## src/rtl/ro_puf_if.sv

```systemverilog
// Request/result bundle between the key-generation FSM (master) and the
// RO PUF measurement sequencer (slave).
interface ro_puf_if #(
  parameter int SEL_W = 3,
  parameter int WIN_W = 16,
  parameter int CNT_W = 16
) ();
  logic             start;
  logic [SEL_W-1:0] sel_a;
  logic [SEL_W-1:0] sel_b;
  logic [WIN_W-1:0] window_len;
  logic             busy;
  logic             done;
  logic             response;
  logic             tie;
  logic             err;
  logic [CNT_W-1:0] count_a;
  logic [CNT_W-1:0] count_b;

  modport master (
    output start, sel_a, sel_b, window_len,
    input  busy, done, response, tie, err, count_a, count_b
  );

  modport slave (
    input  start, sel_a, sel_b, window_len,
    output busy, done, response, tie, err, count_a, count_b
  );
endinterface

```

## src/rtl/ro_puf_ctrl.sv

```systemverilog
// Ring-oscillator PUF measurement sequencer: enable two ROs, count edges over a
// window, report count_a > count_b. Define RO_PUF_MAJ_EN for 3-round majority vote.
module ro_puf_edge (
  input  logic clk,
  input  logic rst,
  input  logic ro_i,
  output logic rise_o
);
  logic [2:0] sync_q;

  always_ff @(posedge clk) begin
    if (rst) sync_q <= '0;
    else     sync_q <= {sync_q[1:0], ro_i};
  end

  // sync_q[1:0] is the 2-FF synchronizer; sync_q[2] is the edge-detect history
  assign rise_o = sync_q[1] & ~sync_q[2];
endmodule

module ro_puf_ctrl #(
  parameter int NUM_RO     = 8,
  parameter int SEL_W      = 3,
  parameter int CNT_W      = 16,
  parameter int WIN_W      = 16,
  parameter int SETTLE_CYC = 4
) (
  input  logic              clk,
  input  logic              rst,
  input  logic [NUM_RO-1:0] ro_out,
  output logic [NUM_RO-1:0] ro_en,
  ro_puf_if.slave           bus
);
`ifdef RO_PUF_MAJ_EN
  localparam int ROUNDS = 3;
`else
  localparam int ROUNDS = 1;
`endif
  localparam logic [WIN_W-1:0] SETTLE_LD = WIN_W'(SETTLE_CYC - 1);

  typedef enum logic [2:0] {IDLE, SETTLE, COUNT, FLUSH, DONE} state_e;

  state_e            state_q;
  logic [NUM_RO-1:0] rise;
  logic [SEL_W-1:0]  sel_a_q, sel_b_q;
  logic [NUM_RO-1:0] en_mask_q, ro_en_q;
  logic [WIN_W-1:0]  win_q, tmr_q;
  logic [CNT_W-1:0]  cnt_a_q, cnt_b_q, cnt_a_d, cnt_b_d;
  logic [CNT_W-1:0]  out_a_q, out_b_q;
  logic [1:0]        round_q, votes_q, votes_d;
  logic              tie_all_q, tie_all_d;
  logic              busy_q, done_q, resp_q, tie_q, err_q;
  logic              illegal;

  ro_puf_edge u_edge [NUM_RO-1:0] (
    .clk    (clk),
    .rst    (rst),
    .ro_i   (ro_out),
    .rise_o (rise)
  );

  always_comb begin
    cnt_a_d = cnt_a_q;
    cnt_b_d = cnt_b_q;
    if (rise[sel_a_q] && (cnt_a_q != '1)) cnt_a_d = cnt_a_q + CNT_W'(1);
    if (rise[sel_b_q] && (cnt_b_q != '1)) cnt_b_d = cnt_b_q + CNT_W'(1);
    votes_d   = votes_q + {1'b0, (cnt_a_q > cnt_b_q)};
    tie_all_d = tie_all_q & (cnt_a_q == cnt_b_q);
    illegal   = (bus.sel_a == bus.sel_b) || (bus.window_len == '0);
  end

  always_ff @(posedge clk) begin
    if (rst) begin
      state_q   <= IDLE;
      sel_a_q   <= '0;
      sel_b_q   <= '0;
      en_mask_q <= '0;
      ro_en_q   <= '0;
      win_q     <= '0;
      tmr_q     <= '0;
      cnt_a_q   <= '0;
      cnt_b_q   <= '0;
      out_a_q   <= '0;
      out_b_q   <= '0;
      round_q   <= '0;
      votes_q   <= '0;
      tie_all_q <= 1'b0;
      busy_q    <= 1'b0;
      done_q    <= 1'b0;
      resp_q    <= 1'b0;
      tie_q     <= 1'b0;
      err_q     <= 1'b0;
    end else begin
      done_q <= 1'b0;
      case (state_q)
        IDLE: if (bus.start) begin
          sel_a_q   <= bus.sel_a;
          sel_b_q   <= bus.sel_b;
          win_q     <= bus.window_len;
          en_mask_q <= (NUM_RO'(1) << bus.sel_a) | (NUM_RO'(1) << bus.sel_b);
          cnt_a_q   <= '0;
          cnt_b_q   <= '0;
          round_q   <= '0;
          votes_q   <= '0;
          tie_all_q <= 1'b1;
          busy_q    <= 1'b1;
          if (illegal) begin
            // reject without ever powering an oscillator
            state_q <= DONE;
            done_q  <= 1'b1;
            err_q   <= 1'b1;
            resp_q  <= 1'b0;
            tie_q   <= 1'b0;
            out_a_q <= '0;
            out_b_q <= '0;
          end else begin
            state_q <= SETTLE;
            tmr_q   <= SETTLE_LD;
            ro_en_q <= (NUM_RO'(1) << bus.sel_a) | (NUM_RO'(1) << bus.sel_b);
          end
        end
        SETTLE: begin
          if (tmr_q == '0) begin
            state_q <= COUNT;
            tmr_q   <= win_q - WIN_W'(1);
          end else begin
            tmr_q <= tmr_q - WIN_W'(1);
          end
        end
        COUNT: begin
          cnt_a_q <= cnt_a_d;
          cnt_b_q <= cnt_b_d;
          if (tmr_q == '0) begin
            state_q <= FLUSH;
            ro_en_q <= '0;
            tmr_q   <= WIN_W'(1);
          end else begin
            tmr_q <= tmr_q - WIN_W'(1);
          end
        end
        FLUSH: begin
          if (tmr_q != '0) begin
            tmr_q <= tmr_q - WIN_W'(1);
          end else begin
            votes_q   <= votes_d;
            tie_all_q <= tie_all_d;
            if (round_q != 2'(ROUNDS - 1)) begin
              round_q <= round_q + 2'd1;
              cnt_a_q <= '0;
              cnt_b_q <= '0;
              state_q <= SETTLE;
              tmr_q   <= SETTLE_LD;
              ro_en_q <= en_mask_q;
            end else begin
              // a tied round contributes no vote, so all-tied implies response=0
              state_q <= DONE;
              done_q  <= 1'b1;
              err_q   <= 1'b0;
              resp_q  <= (votes_d > 2'(ROUNDS / 2));
              tie_q   <= tie_all_d;
              out_a_q <= cnt_a_q;
              out_b_q <= cnt_b_q;
            end
          end
        end
        DONE: begin
          busy_q  <= 1'b0;
          state_q <= IDLE;
        end
        default: state_q <= IDLE;
      endcase
    end
  end

  // reset kills the oscillators in the same cycle it is raised
  assign ro_en        = ro_en_q & {NUM_RO{~rst}};
  assign bus.busy     = busy_q;
  assign bus.done     = done_q;
  assign bus.response = resp_q;
  assign bus.tie      = tie_q;
  assign bus.err      = err_q;
  assign bus.count_a  = out_a_q;
  assign bus.count_b  = out_b_q;
endmodule

```

## src/flat_wrapper.sv

```systemverilog
// flat-port wrapper written by rule: the top's interface ports become plain ports
module ro_puf_ctrl_flat 
#(
  parameter int NUM_RO     = 8,
  parameter int SEL_W      = 3,
  parameter int CNT_W      = 16,
  parameter int WIN_W      = 16,
  parameter int SETTLE_CYC = 4
)
  (clk, rst, ro_out, ro_en, bus_start, bus_sel_a, bus_sel_b, bus_window_len, bus_busy, bus_done, bus_response, bus_tie, bus_err, bus_count_a, bus_count_b);
  ro_puf_if #(.SEL_W(SEL_W), .WIN_W(WIN_W), .CNT_W(CNT_W)) bus_i ();
  input  logic clk;
  input  logic rst;
  input  logic [NUM_RO-1:0] ro_out;
  output logic [NUM_RO-1:0] ro_en;
  input wire logic [$bits(bus_i.start)-1:0] bus_start;
  input wire logic [$bits(bus_i.sel_a)-1:0] bus_sel_a;
  input wire logic [$bits(bus_i.sel_b)-1:0] bus_sel_b;
  input wire logic [$bits(bus_i.window_len)-1:0] bus_window_len;
  output wire logic [$bits(bus_i.busy)-1:0] bus_busy;
  output wire logic [$bits(bus_i.done)-1:0] bus_done;
  output wire logic [$bits(bus_i.response)-1:0] bus_response;
  output wire logic [$bits(bus_i.tie)-1:0] bus_tie;
  output wire logic [$bits(bus_i.err)-1:0] bus_err;
  output wire logic [$bits(bus_i.count_a)-1:0] bus_count_a;
  output wire logic [$bits(bus_i.count_b)-1:0] bus_count_b;
  assign bus_i.start = bus_start;
  assign bus_i.sel_a = bus_sel_a;
  assign bus_i.sel_b = bus_sel_b;
  assign bus_i.window_len = bus_window_len;
  assign bus_busy = bus_i.busy;
  assign bus_done = bus_i.done;
  assign bus_response = bus_i.response;
  assign bus_tie = bus_i.tie;
  assign bus_err = bus_i.err;
  assign bus_count_a = bus_i.count_a;
  assign bus_count_b = bus_i.count_b;
  ro_puf_ctrl #(.NUM_RO(NUM_RO), .SEL_W(SEL_W), .CNT_W(CNT_W), .WIN_W(WIN_W), .SETTLE_CYC(SETTLE_CYC)) u_core (.clk(clk), .rst(rst), .ro_out(ro_out), .ro_en(ro_en), .bus(bus_i));
endmodule
```

## config.mk

```make
export PLATFORM = sky130hd
export DESIGN_NAME = ro_puf_ctrl_flat
export DESIGN_NICKNAME = d
export VERILOG_FILES = /design/src/rtl/ro_puf_if.sv /design/src/rtl/ro_puf_ctrl.sv /design/src/flat_wrapper.sv
export SDC_FILE = /design/constraint.sdc
export NUM_CORES = 1
export LEC_CHECK = 0
export CORE_ASPECT_RATIO = 1.4
export CORE_UTILIZATION = 50
export DETAILED_ROUTE_END_ITERATION = 16
export PLACE_DENSITY = 0.67
export SLEW_MARGIN = 40
export SYNTH_ARGS = -nofsm -noshare
export SYNTH_HDL_FRONTEND = slang
export SYNTH_SLANG_ARGS = --single-unit
export TNS_END_PERCENT = 50
```

## constraint.sdc

```tcl
create_clock -name clk -period 2.7 [get_ports clk]
set_input_delay 0.54 -clock clk [delete_from_list [all_inputs] [get_ports clk]]
set_output_delay 0.54 -clock clk [all_outputs]
set_load 0.02 [all_outputs]
```

Yosys cells after proc, flatten, opt, wreduce, memory -nomap -nowiden:

Index checks and enable logic that the tools add are counted.

* $add $sub $neg: 6
* multipliers: 0
* div/mod/pow operators: 0
* $lt $le $gt $ge: 4
* equality and inequality tests: 19
* shifts and indexed selects: 2
* multiplexer cells: 67
* bitwise operators: 20
* reductions and logical operators: 22

Operator list (count)
* 16-bit 2-to-1 mux: 17
* 16-bit case mux with 3 select lines: 2
* 16-bit case mux with 2 select lines: 2
* 16-bit case mux with 4 select lines: 1
* 8-bit 2-to-1 mux: 5
* 16-bit by 1-bit adder with 16-bit output (second input constant): 2
* 16-bit zero test: 2
* 16-bit inequality test (second input constant): 2
* 16-bit by 1-bit subtractor with 16-bit output (second input constant): 2
* 8-bit case mux with 3 select lines: 1
* 1-bit 2-to-1 mux: 18
* 3-bit 2-to-1 mux: 6
* 16-bit equality test: 1
* 16-bit > comparator: 1
* 16-bit nonzero test: 1
* 1-bit by 3-bit left shift with 8-bit output (first input constant): 2
* 5-bit AND reduction: 3
* 2-bit by 1-bit inequality test with 1-bit output (second input constant): 6
* 1-bit case mux with 2 select lines: 6
* 3-bit case mux with 4 select lines: 1
* 4-bit AND reduction: 3
* 1-bit AND: 9
* 1-bit NOT: 9
* 8-bit AND: 1
* 23 further kinds: 37

* register bits after elaboration: 155
* bits in latches: 0
* RAM bits: 0
* ROM bits: 0
* input bits: 33
* output and inout port bits: 45
* memories: 0

Depth between registers and ports, before layout:

* word-level depth: 7
* depth in mapped cells: 12
* depth with buffers taken out: 12

By module:

From an unflattened synthesis, not the netlist that was laid out.

* cell total of the unflattened synthesis: 903
* area, all modules: 7951.4 µm²

By module, submodules not included
* ro_puf_ctrl: times used 1, cells an instance 847, area an instance 7250.7 µm², seq. area each 2622.5 µm²
* ro_puf_edge: times used 8, cells an instance 7, area an instance 87.6 µm², seq. area each 60.1 µm²

Worst setup path after synthesis:

Ideal clock, no wire load.

* kind: reg2reg
* start: register u_core.tmr_q[0]
* end: register u_core.cnt_a_q[10]
* data arrival time: 2182 ps
* required time: 2630 ps
* setup slack: 448 ps
* stages on the path, launching flop included: 11
* cell sequence: dfxtp_1 > inv_1 > ha_1 > nor4b_1 > nand4_1 > buf_6 > a21oi_4 > nand2_4 > buf_6 > or4_1 > a21oi_1

* longest elaborated chain between the ends: 3

RTL lines
* from (decl): line ro_puf_ctrl.sv:46 `logic [WIN_W-1:0] win_q, tmr_q;`
* from (signal assigned): line ro_puf_ctrl.sv:124 `tmr_q <= win_q - WIN_W'(1);`
* from (signal assigned): line ro_puf_ctrl.sv:126 `tmr_q <= tmr_q - WIN_W'(1);`
* from (signal assigned): line ro_puf_ctrl.sv:137 `tmr_q <= tmr_q - WIN_W'(1);`
* 16-bit nonzero test: line ro_puf_ctrl.sv:141 `if (tmr_q != '0) begin`
* 2-bit inequality test (no source line)
* 5-bit AND reduction (no source line)
* to (signal assigned): line ro_puf_ctrl.sv:130 `cnt_a_q <= cnt_a_d;`
* to (decl): line ro_puf_ctrl.sv:47 `logic [CNT_W-1:0] cnt_a_q, cnt_b_q, cnt_a_d, cnt_b_d;`

Every way passes these cells.
A chain may end at the register's enable or synchronous reset.

Worst setup path after layout:

* start: register u_core.tmr_q[1]
* end: register u_core.tmr_q[10]

* longest elaborated chain between the ends: 3

RTL lines (line)
* 16-bit by 1-bit subtractor with 16-bit output (tied with other cells): ro_puf_ctrl.sv:126, ro_puf_ctrl.sv:137, ro_puf_ctrl.sv:142
* 16-bit 2-to-1 mux (tied with other cells): ro_puf_ctrl.sv:141
* 16-bit case mux with 4 select lines / 4-bit AND reduction (equally long branches)

Several ways; a longest one is shown, not always the timed one.

==> results.md <==
* FF-to-FF setup slack at about 0.16 ns
* Ports at about 80
* Layout fillers at between 1k and 1.5k
* Cells after DPL at ~1.2k
* Largest net degree at the start of global routing at 79
* Sequential area share after synthesis at between 40% and 50%
* Max Buffers Root-to-Sink at 2
* Hold Startpoint: u_core.u_edge[5].sync_q[0]
* Mapped Avg Cell Area at between 8 and 9 um2
* Synthesized net count at around 1k
* Vias in the first global route at between 6k and 7k
* DR WL/cell at ~16 um
* DP Worst Slack at -0.207 ns
* # rows at 53
* Hold endpoint: u_core.u_edge[5].sync_q[1]
* Cell Pwr Density at between 1000 and 1500 nW/um2
* Buffer count from post-CTS setup fixing at 0
* Main flop type after synthesis: dfxtp_1
* Gp weighted congestion at 0.883
* Total track usage at between 20% and 30%
* Layout area overhead at 24.9%
* Tmin final at about 2.5 ns
* Sink Count at around 160
* CTS tree: built
* Die height at ~150 um
* Initial core utilization at between 50% and 60%
* Number of gates resized after CTS at 0
* CP required at between 2 and 3 ns
* Post-DP HPWL at 14.5 mm
* Final worst-path setup slack at between 0.15 and 0.2 ns
* First DRT Iteration DRCs at approximately 330
* Post-CTS Hold Fix Bufs at 0
* Drt pass-1 iters at 5
* Vias/cell at roughly 5.8
* Routed Antenna Nets at 0
* Worst-path maximum fanout at 9
* Crit Reg-Reg Startpoint: u_core.tmr_q[1]
* Slew headroom at around 47%
* # diodes at 0
* Initial antenna violation count at 0
* Post-synth EDFFs at 0
* Final hold vios at 0
* FF-to-FF path depth at 10
* Final setup violation count at 0
* Htree depth at 4
* Critical path capture point type: register
* GRT overflow at 0
* Max Cap Viol at 0
* Reg clk slew, reported paths at ~0.060 ns
* CP startpoint kind: register
* Least-Margin Pin Slew at ~0.80 ns
* Die area at around 16000 um2
* Synth warn at 0
* Lkg Pwr at about 3.5 nW
* Clock Root Buffer: clkbuf_16
* I/O Buffers at 77
* Routed WL at around 20 mm
* Unrepaired setup endpoints after global routing: no
* Run status: complete, no violations
* Internal power at slightly above 6 mW
* Multi-input logic area at between 4000 and 5000 um2
* Drt drc at 0
* Worst reg2reg endpoint: u_core.tmr_q[10]
* Synth Cell Area at 7710 um2
* Worst VDD drop at ~0.75 mV
* Critical path class: reg2reg
* Max Clk Rate at a little under 0.4 GHz
* Clock buffers created by TritonCTS at 17
* Layout Skew at 0.0110 ns
* Die Wd at ~110 um
* Switching power at roughly 4.2 mW
* Register Area at 3100 um2
* Final Instance Count excl. Fillers at roughly 1.2k
* Worst EP arrival at between 2 and 3 ns
* Layout cell share with drive strength beyond 1 at 11.5%
* Nets@finish at 1094
* Fin util at between 60 and 70%
* Vias at about 7.2k
* Core ar. at ~15000 um2
* First-pass GRT wire length at approximately 33 mm
* Clk pwr share at approximately 25%
* Ys async rst share at 0%
* Comb power frac at a little under half
* Min-Delay Path Class: reg2reg
* Max-slew violations at 0
* Mapped Cells at ~950
* Hold depth at 1
* Flop pwr share at approximately 30%
* Synthesized flop and latch total at around 160
* Crit share post-route at roughly 94%
* Yosys cell types at 63
* Worst skew pair latency at ~0.43 ns
* Net Sw Frac at between 40% and 50%
## worst max-delay path: stages (launching register included)
cell and delay [ns]:
dfxtp_1 0.37, inv_1 0.08, ha_1 0.21, nor4b_1 0.16, nand4_1 0.22, buf_4 0.23, nor3_2 0.08, or4_1 0.53
buf_4 0.19, a221oi_1 0.28, nor2_1 0.06
## power groups by stage
stage | sequential (mW) | combinational (mW) | clock (mW)
2_1_floorplan | 2.98 | 3.22 | 0
3_3_place_gp | 3.06 | 4.56 | 0
3_5_place_dp | 3.07 | 4.63 | 0
4_1_cts | 3.02 | 4.65 | 2.66
5_1_grt | 3.08 | 5.17 | 2.76
6_report | 3.02 | 4.69 | 2.61
## area by class of cell
type | count | area share, %
multi-input cells | 694 | 44.2
flip-flops and latches | 155 | 32.2
well taps | 192 | 2.49
repair buffers | 140 | 13.3
inverters | 30 | 1.17
clock buffers | 18 | 4.56
clock inverters | 14 | 2.16
## cell usage after synthesis, types with 11 or more instances
master / instances / share of area (%)
a21oi_1: 110 / 7.1
nor4_1: 13 / 1.1
o21ai_0: 55 / 3.6
nand3_1: 25 / 1.6
xnor2_1: 11 / 1.2
nor2_1: 67 / 3.3
nor2b_1: 44 / 3.6
nand2_1: 90 / 4.4
inv_1: 30 / 1.5
dfxtp_1: 155 / 40
nand4_1: 42 / 3.4
o31ai_1: 14 / 1.4
or4_1: 23 / 2.2
nor3_1: 21 / 1.4
clkbuf_1: 61 / 3.0
a211oi_1: 18 / 1.8
ha_1: 23 / 3.7
a31oi_1: 16 / 1.3
xor2_1: 12 / 1.4
## worst max path at each step
stage                  startpoint                     to  depth (start not counted)
6_report          u_core.tmr_q[1]       u_core.tmr_q[10]                         10
5_1_grt           u_core.tmr_q[1]       u_core.tmr_q[10]                         10
4_1_cts           u_core.tmr_q[1]        u_core.tmr_q[3]                         10
3_5_place_dp   bus_window_len[10]  u_core.bus.count_b[0]                          8
3_3_place_gp   bus_window_len[10]    u_core.bus.response                          8
2_1_floorplan     u_core.tmr_q[0]     u_core.cnt_a_q[10]                         10
## logic make-up (layout without fill, tap and decap cells)
kind of cell,after synthesis,count (layout),synth area share [%]
fa+ha+maj,23,23,3.73
buf+inv,99,202,5.14
compound gates,265,265,20.6
flops,155,155,40.2
xor+xnor,23,23,2.61
mux,8,8,1.70
simple gates,375,375,26.0
## layer usage
metal  part of all wire (%)  vias up  track usage [%]
li1                       -     3633                -
met1                     40     3345             29.1
met2                     52      169             48.3
met3                    2.8       61             3.67
met4                    4.9        0             16.0
met5                      0        -                0
## cell usage in the layout, fill, tap and decap left out, types with 20 or more instances in the layout
cell,synthesis,final
buf_4,1,61
nor2b_1,44,44
ha_1,23,23
inv_1,30,30
nor2_1,67,66
nand3_1,25,25
o21ai_0,55,55
nand2_1,90,90
a21oi_1,110,108
nand4_1,42,42
clkdlybuf4s50_1,0,76
dfxtp_1,155,155
or4_1,23,23
nor3_1,21,20
## per-stage QoR
step	power, mW	cell area (um2)	hold WS, ns	setup TNS (ns)
after global routing	11.0	9640	0.460	0
final	10.3	9640	0.435	0
after CTS	10.3	9630	0.439	0
after detailed placement	7.70	8980	0.424	-6.25
after floorplan	6.20	7710	0.414	0
after global placement	7.62	8960	0.418	-7.18
## sequential cells by signal, indices dropped and copies added (netlist names), 2 cells and up
register / count
u_core.state_q: 3
u_core.win_q: 16
u_core.ro_en_q: 8
u_core.round_q: 2
u_core.sel_a_q: 3
u_core.votes_q: 2
u_core.en_mask_q: 8
u_core.bus.count_b: 16
u_core.u_edge.sync_q: 24
u_core.bus.count_a: 16
u_core.cnt_a_q: 16
u_core.tmr_q: 16
u_core.cnt_b_q: 16
u_core.sel_b_q: 3
Power figures use the tool's default switching activity.
